--- config.mk ---
export PLATFORM = sky130hd
export DESIGN_NAME = neuron_array_sched
export DESIGN_NICKNAME = d
export VERILOG_FILES = /design/src/rtl/neuron_sched_pkg.sv /design/src/rtl/neuron_state_rf.sv /design/src/rtl/neuron_array_sched.sv
export SDC_FILE = /design/constraint.sdc
export NUM_CORES = 1
export LEC_CHECK = 0
export CORE_MARGIN = 4
export CORE_UTILIZATION = 38
export CTS_BUF_LIST = sky130_fd_sc_hd__clkbuf_4 sky130_fd_sc_hd__clkbuf_8
export CTS_CLUSTER_DIAMETER = 80
export DETAILED_ROUTE_END_ITERATION = 7
export SYNTH_ARGS = -nofsm -noshare
export SYNTH_HDL_FRONTEND = slang
export SYNTH_SLANG_ARGS = --single-unit
export TNS_END_PERCENT = 5
--- constraint.sdc ---
create_clock -name clk -period 6 [get_ports clk]
set_input_delay 1.8 -clock clk [delete_from_list [all_inputs] [get_ports clk]]
set_output_delay 1.8 -clock clk [all_outputs]
set_load 0.01 [all_outputs]
--- src/rtl/neuron_sched_pkg.sv ---
// Shared types for the neuron array scheduler: FSM state enum, Q8.8 format constant
// and default-width voltage/index typedefs.
package neuron_sched_pkg;

    localparam int FRAC_BITS       = 8;
    localparam int DEF_V_W         = 16;
    localparam int DEF_NUM_NEURONS = 16;
    localparam int DEF_IDX_W       = $clog2(DEF_NUM_NEURONS);

    typedef logic signed [DEF_V_W-1:0] v_t;
    typedef logic [DEF_IDX_W-1:0]      idx_t;

    typedef enum logic [2:0] {
        S_IDLE,
        S_SEL,
        S_ISSUE,
        S_WB,
        S_DONE
    } sched_state_t;

endpackage

--- src/rtl/neuron_state_rf.sv ---
// Per-neuron state storage: membrane voltage, bias current and (with NEURON_SCHED_REFRAC_EN)
// refractory count. One read port, one FSM write port, one bias config write port.
module neuron_state_rf
    import neuron_sched_pkg::*;
#(
    parameter int                      NUM_NEURONS = 16,
    parameter int                      V_W         = 16,
    parameter int                      REF_W       = 3,
    parameter logic signed [V_W-1:0]   V_RESET     = -16640,
    localparam int                     IDX_W       = $clog2(NUM_NEURONS)
) (
    input  logic                     clk,
    input  logic                     rst_n,
    input  logic [IDX_W-1:0]         rd_idx_i,
    output logic signed [V_W-1:0]    rd_v_o,
    output logic signed [V_W-1:0]    rd_bias_o,
    output logic [REF_W-1:0]         rd_refrac_o,
    input  logic                     wr_en_i,
    input  logic [IDX_W-1:0]         wr_idx_i,
    input  logic signed [V_W-1:0]    wr_v_i,
    input  logic [REF_W-1:0]         wr_refrac_i,
    input  logic                     cfg_we_i,
    input  logic [IDX_W-1:0]         cfg_idx_i,
    input  logic signed [V_W-1:0]    cfg_bias_i
);

    logic signed [V_W-1:0] v_q    [NUM_NEURONS];
    logic signed [V_W-1:0] v_d    [NUM_NEURONS];
    logic signed [V_W-1:0] bias_q [NUM_NEURONS];
    logic signed [V_W-1:0] bias_d [NUM_NEURONS];

    always_comb begin
        v_d    = v_q;
        bias_d = bias_q;
        if (wr_en_i)  v_d[wr_idx_i]     = wr_v_i;
        if (cfg_we_i) bias_d[cfg_idx_i] = cfg_bias_i;
    end

    always_ff @(posedge clk or negedge rst_n) begin
        if (!rst_n) begin
            v_q    <= '{default: V_RESET};
            bias_q <= '{default: '0};
        end else begin
            v_q    <= v_d;
            bias_q <= bias_d;
        end
    end

    assign rd_v_o    = v_q[rd_idx_i];
    assign rd_bias_o = bias_q[rd_idx_i];

`ifdef NEURON_SCHED_REFRAC_EN
    logic [REF_W-1:0] refrac_q [NUM_NEURONS];
    logic [REF_W-1:0] refrac_d [NUM_NEURONS];

    always_comb begin
        refrac_d = refrac_q;
        if (wr_en_i) refrac_d[wr_idx_i] = wr_refrac_i;
    end

    always_ff @(posedge clk or negedge rst_n) begin
        if (!rst_n) refrac_q <= '{default: '0};
        else        refrac_q <= refrac_d;
    end

    assign rd_refrac_o = refrac_q[rd_idx_i];
`else
    logic unused_refrac;
    assign unused_refrac = ^wr_refrac_i;
    assign rd_refrac_o   = '0;
`endif

endmodule

--- src/rtl/neuron_array_sched.sv ---
// Sweeps NUM_NEURONS LIF state slots through one shared datapath per tick over req/ack.
// Refractory hold is compiled in only when NEURON_SCHED_REFRAC_EN is defined.
module neuron_array_sched
    import neuron_sched_pkg::*;
#(
    parameter int                    NUM_NEURONS = 16,
    parameter int                    V_W         = 16,
    parameter logic signed [V_W-1:0] V_THRESH    = -9830,
    parameter logic signed [V_W-1:0] V_RESET     = -16640,
    parameter int                    REFRAC_CYC  = 5,
    localparam int                   IDX_W       = $clog2(NUM_NEURONS)
) (
    input  logic                  clk,
    input  logic                  rst_n,
    input  logic                  tick_i,
    input  logic                  cfg_we_i,
    input  logic [IDX_W-1:0]      cfg_idx_i,
    input  logic signed [V_W-1:0] cfg_bias_i,
    output logic                  dp_req_o,
    output logic [IDX_W-1:0]      dp_idx_o,
    output logic signed [V_W-1:0] dp_v_o,
    output logic signed [V_W-1:0] dp_i_o,
    input  logic                  dp_ack_i,
    input  logic signed [V_W-1:0] dp_v_next_i,
    output logic                  spike_vld_o,
    output logic [IDX_W-1:0]      spike_idx_o,
    output logic                  busy_o,
    output logic                  done_o,
    output logic                  overrun_o
);

    localparam int               REF_W    = $clog2(REFRAC_CYC + 1);
    localparam logic [IDX_W-1:0] LAST_IDX = IDX_W'(NUM_NEURONS - 1);

    sched_state_t          state_q, state_d;
    logic [IDX_W-1:0]      idx_q, idx_d;
    logic signed [V_W-1:0] dp_v_q, dp_v_d, dp_i_q, dp_i_d, v_next_q, v_next_d;
    logic                  skip_q, skip_d, overrun_q, overrun_d;

    logic signed [V_W-1:0] rd_v, rd_bias, wr_v;
    logic [REF_W-1:0]      rd_refrac, wr_refrac;
    logic                  wr_en, spike;

    neuron_state_rf #(
        .NUM_NEURONS (NUM_NEURONS),
        .V_W         (V_W),
        .REF_W       (REF_W),
        .V_RESET     (V_RESET)
    ) u_rf (
        .clk         (clk),
        .rst_n       (rst_n),
        .rd_idx_i    (idx_q),
        .rd_v_o      (rd_v),
        .rd_bias_o   (rd_bias),
        .rd_refrac_o (rd_refrac),
        .wr_en_i     (wr_en),
        .wr_idx_i    (idx_q),
        .wr_v_i      (wr_v),
        .wr_refrac_i (wr_refrac),
        .cfg_we_i    (cfg_we_i),
        .cfg_idx_i   (cfg_idx_i),
        .cfg_bias_i  (cfg_bias_i)
    );

    assign spike = (state_q == S_WB) && !skip_q && (v_next_q > V_THRESH);

    always_comb begin
        state_d   = state_q;
        idx_d     = idx_q;
        dp_v_d    = dp_v_q;
        dp_i_d    = dp_i_q;
        v_next_d  = v_next_q;
        skip_d    = skip_q;
        overrun_d = overrun_q | (tick_i && (state_q != S_IDLE));
        wr_en     = 1'b0;
        wr_v      = V_RESET;
        wr_refrac = '0;
        unique case (state_q)
            S_IDLE: begin
                if (tick_i) begin
                    state_d = S_SEL;
                    idx_d   = '0;
                end
            end
            S_SEL: begin
                // Operands are latched so a bias write during the handshake cannot disturb dp_i_o.
                dp_v_d  = rd_v;
                dp_i_d  = rd_bias;
                skip_d  = (rd_refrac != '0);
                state_d = (rd_refrac != '0) ? S_WB : S_ISSUE;
            end
            S_ISSUE: begin
                if (dp_ack_i) begin
                    v_next_d = dp_v_next_i;
                    state_d  = S_WB;
                end
            end
            S_WB: begin
                wr_en = 1'b1;
                if (skip_q) begin
                    wr_refrac = rd_refrac - 1'b1;
                end else if (spike) begin
                    wr_refrac = REF_W'(REFRAC_CYC);
                end else begin
                    wr_v = v_next_q;
                end
                if (idx_q == LAST_IDX) begin
                    state_d = S_DONE;
                end else begin
                    idx_d   = idx_q + 1'b1;
                    state_d = S_SEL;
                end
            end
            S_DONE:  state_d = S_IDLE;
            default: state_d = S_IDLE;
        endcase
    end

    always_ff @(posedge clk or negedge rst_n) begin
        if (!rst_n) begin
            state_q   <= S_IDLE;
            idx_q     <= '0;
            dp_v_q    <= '0;
            dp_i_q    <= '0;
            v_next_q  <= '0;
            skip_q    <= 1'b0;
            overrun_q <= 1'b0;
        end else begin
            state_q   <= state_d;
            idx_q     <= idx_d;
            dp_v_q    <= dp_v_d;
            dp_i_q    <= dp_i_d;
            v_next_q  <= v_next_d;
            skip_q    <= skip_d;
            overrun_q <= overrun_d;
        end
    end

    assign dp_req_o    = (state_q == S_ISSUE);
    assign dp_idx_o    = idx_q;
    assign dp_v_o      = dp_v_q;
    assign dp_i_o      = dp_i_q;
    assign spike_vld_o = spike;
    assign spike_idx_o = idx_q;
    assign busy_o      = (state_q != S_IDLE);
    assign done_o      = (state_q == S_DONE);
    assign overrun_o   = overrun_q;

endmodule

==> results.ini, run 1 <==
[outcome]
outcome=complete, no violations

[job]
maxCapViolCount=0

[pwr]
p_per_area_mw_per_mm2=425.8
p_int_mw=8.712
pwr-share-comb_pct=26.0
p_sw_mw=3.604
seq_power_share_pct=44.4
power.leakage_nw=11.80
p_sw_share_pct=29.27
power.share.clock_pct=29.6
irDropWorstVdd_mv=0.3478
total_power_mw=12.32

[routing]
drt-wirelength-per-cell_um=20.92
detail_route.drc_violations=0
ant_nets=0
drt_iter0_drc=890
drt-total-wl_um=60380
vias_per_cell=5.346
first_pass_iters=5
vias=15430

[sta]
clock_skew_ns=0.01941
maxClockFrequency_mhz=205.4
fin_crit_sh_pct=81.14
relSlewSlack_pct=21.49
final-hold-violation-count=0
rsz0062_at_grt=no
slew_viol_final=0
setup_tns_ns=0
fin_crit_ns=4.868
finalSetupViolCount=0
worst_slew_pin_slew_ns=1.176

[hold_path]
hold_path.class=reg -> reg
min_from=overrun_o

[synthesis]
synth-seq-cells=568
synth_top_cell_area_share_pct=45.14
yosysMostFrequentCell=dfrtp_1
yosysTopAreaCell=dfrtp_1
synth_edf_count=0
ys_warn_count=0
synthArstFlopShare_pct=100.0
netlist_area_mm2=0.02528
syn_nets=1943
synth_area_leaders=dfrtp_1 45%, mux2_2 13%, dfstp_2 12%
synth.distinct_cells=51
syn_avg_cell_area_um2=13.32
ys_seq_area_share_pct=56.79
synth_ff_type=dfrtp_1
netlist_instances=1898
synth_common_cells=456 x dfrtp_1, 290 x mux2_2, 203 x nand2_1

[grt]
grt_max_degree=139
antenna_found_initial=0
overflow=0
grt_pass1_vias=16700
grt_pass1_wl_um=96620
grtUsageTotal_pct=17.24

[place]
gp_congestion=0.7363
hpwlAfterDp_um=36940
io_buffers=85

[floorplan]
rows=94
coreArea_mm2=0.06586
start_util_pct=38.38
io_pins=86
dieArea_mm2=0.07071
die_h_um=265.9
chipWidth_um=265.9

[setup_path]
critPathMaxStageDelay_ns=0.57
crit_arrival_ns=3.07
criticalPathCategory=reg -> out
rrSetupSlack_ns=2.67
critPathSlowestCell=clkdlybuf4s50_1
path_max_fanout=10
crit_start=v_next_q[8]
end_kind=output pin
crit_chain=nor2b_1 > o31ai_1 > or2_2 > a211o_1 > clkinv_1 > clkdlybuf4s50_1
cp.required_ns=4.20
crit_buf_inv=2
r2r-start=dp_idx_o[3]
cp-start-kind=register
crit_family=buffers and inverters

[layout]
multi_input_area_mm2=0.01026
drive_gt1_share_pct=37.73
seq_area_mm2=0.01437
nets=1987
area.growth.synth_to_final_pct=14.42
insertedDiodeCount=0
fillerInstances=6021

[clocking]
ctsHoldBuffers=0
cts.sinks=568
cts_tree=done
postCtsSetupRepairBufs=0
cts_buffers=96
clk_pin_slew_ns=0.06
cts_root_buf=clkbuf_8
htreeDepth=3
clk_path_buf_depth=3
cts_resized=0
worstSkewPairLatency_ns=0.67

==> cells by family (layout without fill, tap and decap cells) <==
logic type | Yosys count | after routing | share of synthesized area [%]
adders and majority gates | 4 | 4 | 0.1980
AOI/OAI and AO/OA | 328 | 328 | 8.370
buffers and inverters | 167 | 291 | 2.772
xor gates and xnor gates | 1 | 1 | 0.03466
muxes | 465 | 465 | 25.49
and+or+nand+nor | 365 | 365 | 6.346
DFF | 568 | 568 | 56.79
==> final timing paths <==
kind	to	cells past startpoint
max	spike_vld_o	6
min	overrun_o	1
max reg2reg	dp_i_o[4]	5
min reg2reg	overrun_o	1
max in group asynchronous	u_rf.v_q[143]	2
min in group asynchronous	u_rf.bias_q[191]	1
==> through the flow <==
stage / util (%) / hold slack (ns) / worst slack, ns / instances / area, µm²
6_report: 43.91 / 0.4670 / 1.132 / 2886 / 28920
5_1_grt: 43.91 / 0.4951 / 0.8441 / 2886 / 28920
4_1_cts: 43.91 / 0.4750 / 1.106 / 2886 / 28920
3_5_place_dp: 40.76 / 0.4590 / 1.695 / 2708 / 26840
3_3_place_gp: 40.76 / 0.4446 / 1.722 / 2708 / 26840
2_1_floorplan: - / 0.4446 / 2.571 / 1898 / 25280
==> flip-flops by register name (all words and copies together), names as in the netlist <==
register / flops
dp_i_o: 16
dp_idx_o: 4
dp_v_o: 16
overrun_o: 1
state_q: 3
u_rf.bias_q: 256
u_rf.v_q: 256
v_next_q: 16
==> cell type report <==
class                           instances  share of cell area (%)
Inverter                                5                 0.06489
Tap cell                              864                   3.738
Multi-Input combinational cell       1163                   35.48
Sequential cell                       568                   49.67
Clock buffer                          169                   6.917
Timing Repair Buffer                  108                   3.859
Clock inverter                          9                  0.2725
==> power by group through the flow <==
stage | sequential (mW) | combinational [mW] | clock [mW]
3_5_place_dp | 5.54 | 3.24 | 0
6_report | 5.47 | 3.20 | 3.65
2_1_floorplan | 5.31 | 2.34 | 0
4_1_cts | 5.47 | 3.26 | 3.76
5_1_grt | 5.59 | 3.50 | 3.94
3_3_place_gp | 5.47 | 3.16 | 0
==> layout by cell type (no fill, tap or decap), drive strengths merged, types with 5 or more instances in the layout <==
cell	n
clkinv	6
clkdlybuf4s50	84
dfrtp	456
nand3	11
nor3b	5
nand2	213
and2	18
nand2b	22
mux2	290
mux2i	61
nor2	74
o21ai	195
a221o	13
buf	24
o22a	60
clkbuf	169
a22oi	19
a21oi	17
a221oi	14
mux4	114
inv	5
dfstp	112
==> metal layers <==
layer | track usage, % | vias up | wire length [µm]
met5 | 0 | - | 0
met4 | 4.261 | 0 | 1202
met3 | 3.408 | 87 | 2451
met2 | 29.45 | 306 | 30190
met1 | 22.78 | 8053 | 26530
li1 | - | 6983 | -
(Power assumes the default switching activity.)
==> inputs of run 2 (changes only) <==
Clock period 6 ns to 4.5 ns, I/O delays scaled along.
==> run 2 against run 1 <==
  * Flip-flop and latch count unchanged
  * Clock skew grew 0.0047 ns
  * Worst setup slack got worse by 0.94 ns
  * Sequential share of layout area is 0.13 points lower
  * Register-to-register slack got worse by 1.1 ns
  * Via count increased by 1.4%
  * Highest routed layer unchanged
==> results.ini, run 2 (synthesized netlist as in run 1, its figures left out) <==
[outcome]
outcome=complete, no violations

[layout]
multi_input_area_mm2=0.01027
fillerInstances=6010
nets=1995
layout_common_cells=453 x dfrtp_1, 290 x mux2_2, 202 x nand2_1, 181 x o21ai_0, 119 x clkbuf_8
reg_top3=u_rf.bias_q x256, u_rf.v_q x256
area.growth.synth_to_final_pct=14.72
seq_area_mm2=0.01437
final_common_cell=dfrtp_1
drive_gt1_share_pct=38.16

[routing]
ant_nets=0
drt-wirelength-per-cell_um=20.98
drt_iter0_drc=929
vias_per_cell=5.403
wl_met2_um=30990
first_pass_iters=5
highest_layer=met4
detail_route.drc_violations=0
vias=15650
wl_met1_um=26540
drt-total-wl_um=60770
wl_met3_um=2307

[clocking]
cts_root_buf=clkbuf_8
clk_pin_slew_ns=0.06
htreeDepth=3
postCtsSetupRepairBufs=0
cts.sinks=568
cts_tree=done
ctsHoldBuffers=0
worstSkewPairLatency_ns=0.67
cts_buffers=94
clk_path_buf_depth=3

[grt]
grt_pass1_wl_um=97500
grtUsageTotal_pct=17.43
overflow=0
antenna_found_initial=1
grt_pass1_vias=16800
grt_max_degree=134

[floorplan]
dieArea_mm2=0.07071
coreArea_mm2=0.06586
io_pins=86
chipWidth_um=265.9
rows=94
start_util_pct=38.38
die_h_um=265.9

[setup_path]
rrSetupSlack_ns=1.61
crit_arrival_ns=2.96
reg2reg_to=u_rf.v_q[121]
r2r-start=v_next_q[7]
critical_path.endpoint=spike_vld_o
crit_start=v_next_q[14]
reg2reg_depth=5
end_kind=output pin
cp-start-kind=register
path_max_fanout=10
criticalPathCategory=reg -> out
cp.required_ns=3.15

[sta]
slew_viol_final=0
rsz0062_at_grt=no
holdWs_ns=0.4711
final-hold-violation-count=0
fin_crit_sh_pct=95.74
maxClockFrequency_mhz=232.1
clock_skew_ns=0.02412
relSlewSlack_pct=25.04
setup_tns_ns=0
fin_crit_ns=4.308
worst_slew_pin_slew_ns=1.124
finalSetupViolCount=0

[pwr]
p_per_area_mw_per_mm2=564.7
power.leakage_nw=11.84
irDropWorstVdd_mv=0.3239

[job]
maxCapViolCount=0

[hold_path]
hold_path.class=reg -> reg

[place]
gp_congestion=0.7766
io_buffers=85
hpwlAfterDp_um=37600

## run 2: changes by cell type in the layout (fill, tap and decap cells not counted), sizes merged
cell,change
buf,+10
diode,+1
bufinv,-1
clkbuf,-9
clkinv,+5
inv,+3
clkinvlp,+1
## run 2: critical path, cell delays in order (launching register included)
cell             delay, ns
dfrtp_1               0.39
and4_1                0.25
o31ai_1               0.12
or2_2                 0.39
a211o_2               0.40
clkinvlp_4            0.18
clkdlybuf4s50_1       0.56
## run 2: cell type report
| type | instances | area share [%] |
|---|---|---|
| Inverter | 5 | 0.07767 |
| Clock buffer | 160 | 6.710 |
| Sequential cell | 568 | 49.54 |
| Clock inverter | 17 | 0.3797 |
| Timing Repair Buffer | 118 | 4.151 |
| Antenna cell | 1 | 0.008630 |
| Tap cell | 864 | 3.728 |
| Multi-Input combinational cell | 1163 | 35.40 |
## run 2: per-layer routing
metal,global-route usage [%],up-vias
met5,0,-
li1,-,6991
met2,30.20,280
met3,3.094,85
met1,23.16,8290
met4,3.735,0
## run 2: how the worst min path moves through the flow
stage                          endpoint           from  cells after the start
after floorplan           u_rf.v_q[144]  u_rf.v_q[144]                      2
after global placement        overrun_o      overrun_o                      1
after detailed placement      overrun_o      overrun_o                      1
after CTS                     overrun_o      overrun_o                      1
after global routing       u_rf.v_q[27]   u_rf.v_q[27]                      2
final                         overrun_o      overrun_o                      1
## run 2: metrics by stage
stage          area (µm²)  total power, mW  setup WS, ns  std cells  util (%)
2_1_floorplan       25280            10.20         1.521       1898         -
3_3_place_gp        26930            11.51        0.8627       2718     40.89
3_5_place_dp        26930            11.71        0.8470       2718     40.89
4_1_cts             28990            16.59       0.09520       2895     44.01
5_1_grt             29000            17.32       0.01292       2896     44.03
6_report            29000            16.37        0.1919       2896     44.03
## run 2: timing repair
| item | CTS | global route |
|---|---|---|
| resized for setup | 0 | 3 |
| endpoints found under the hold margin | 0 | 0 |
| setup endpoints to repair | 0 | 1 |
## run 2: power by group
part	internal, mW	switching, mW	leakage, nW
clock	2.73	2.09	1.11
combinational	2.29	1.99	3.76
sequential	6.51	0.759	6.97
total	11.5	4.84	11.8
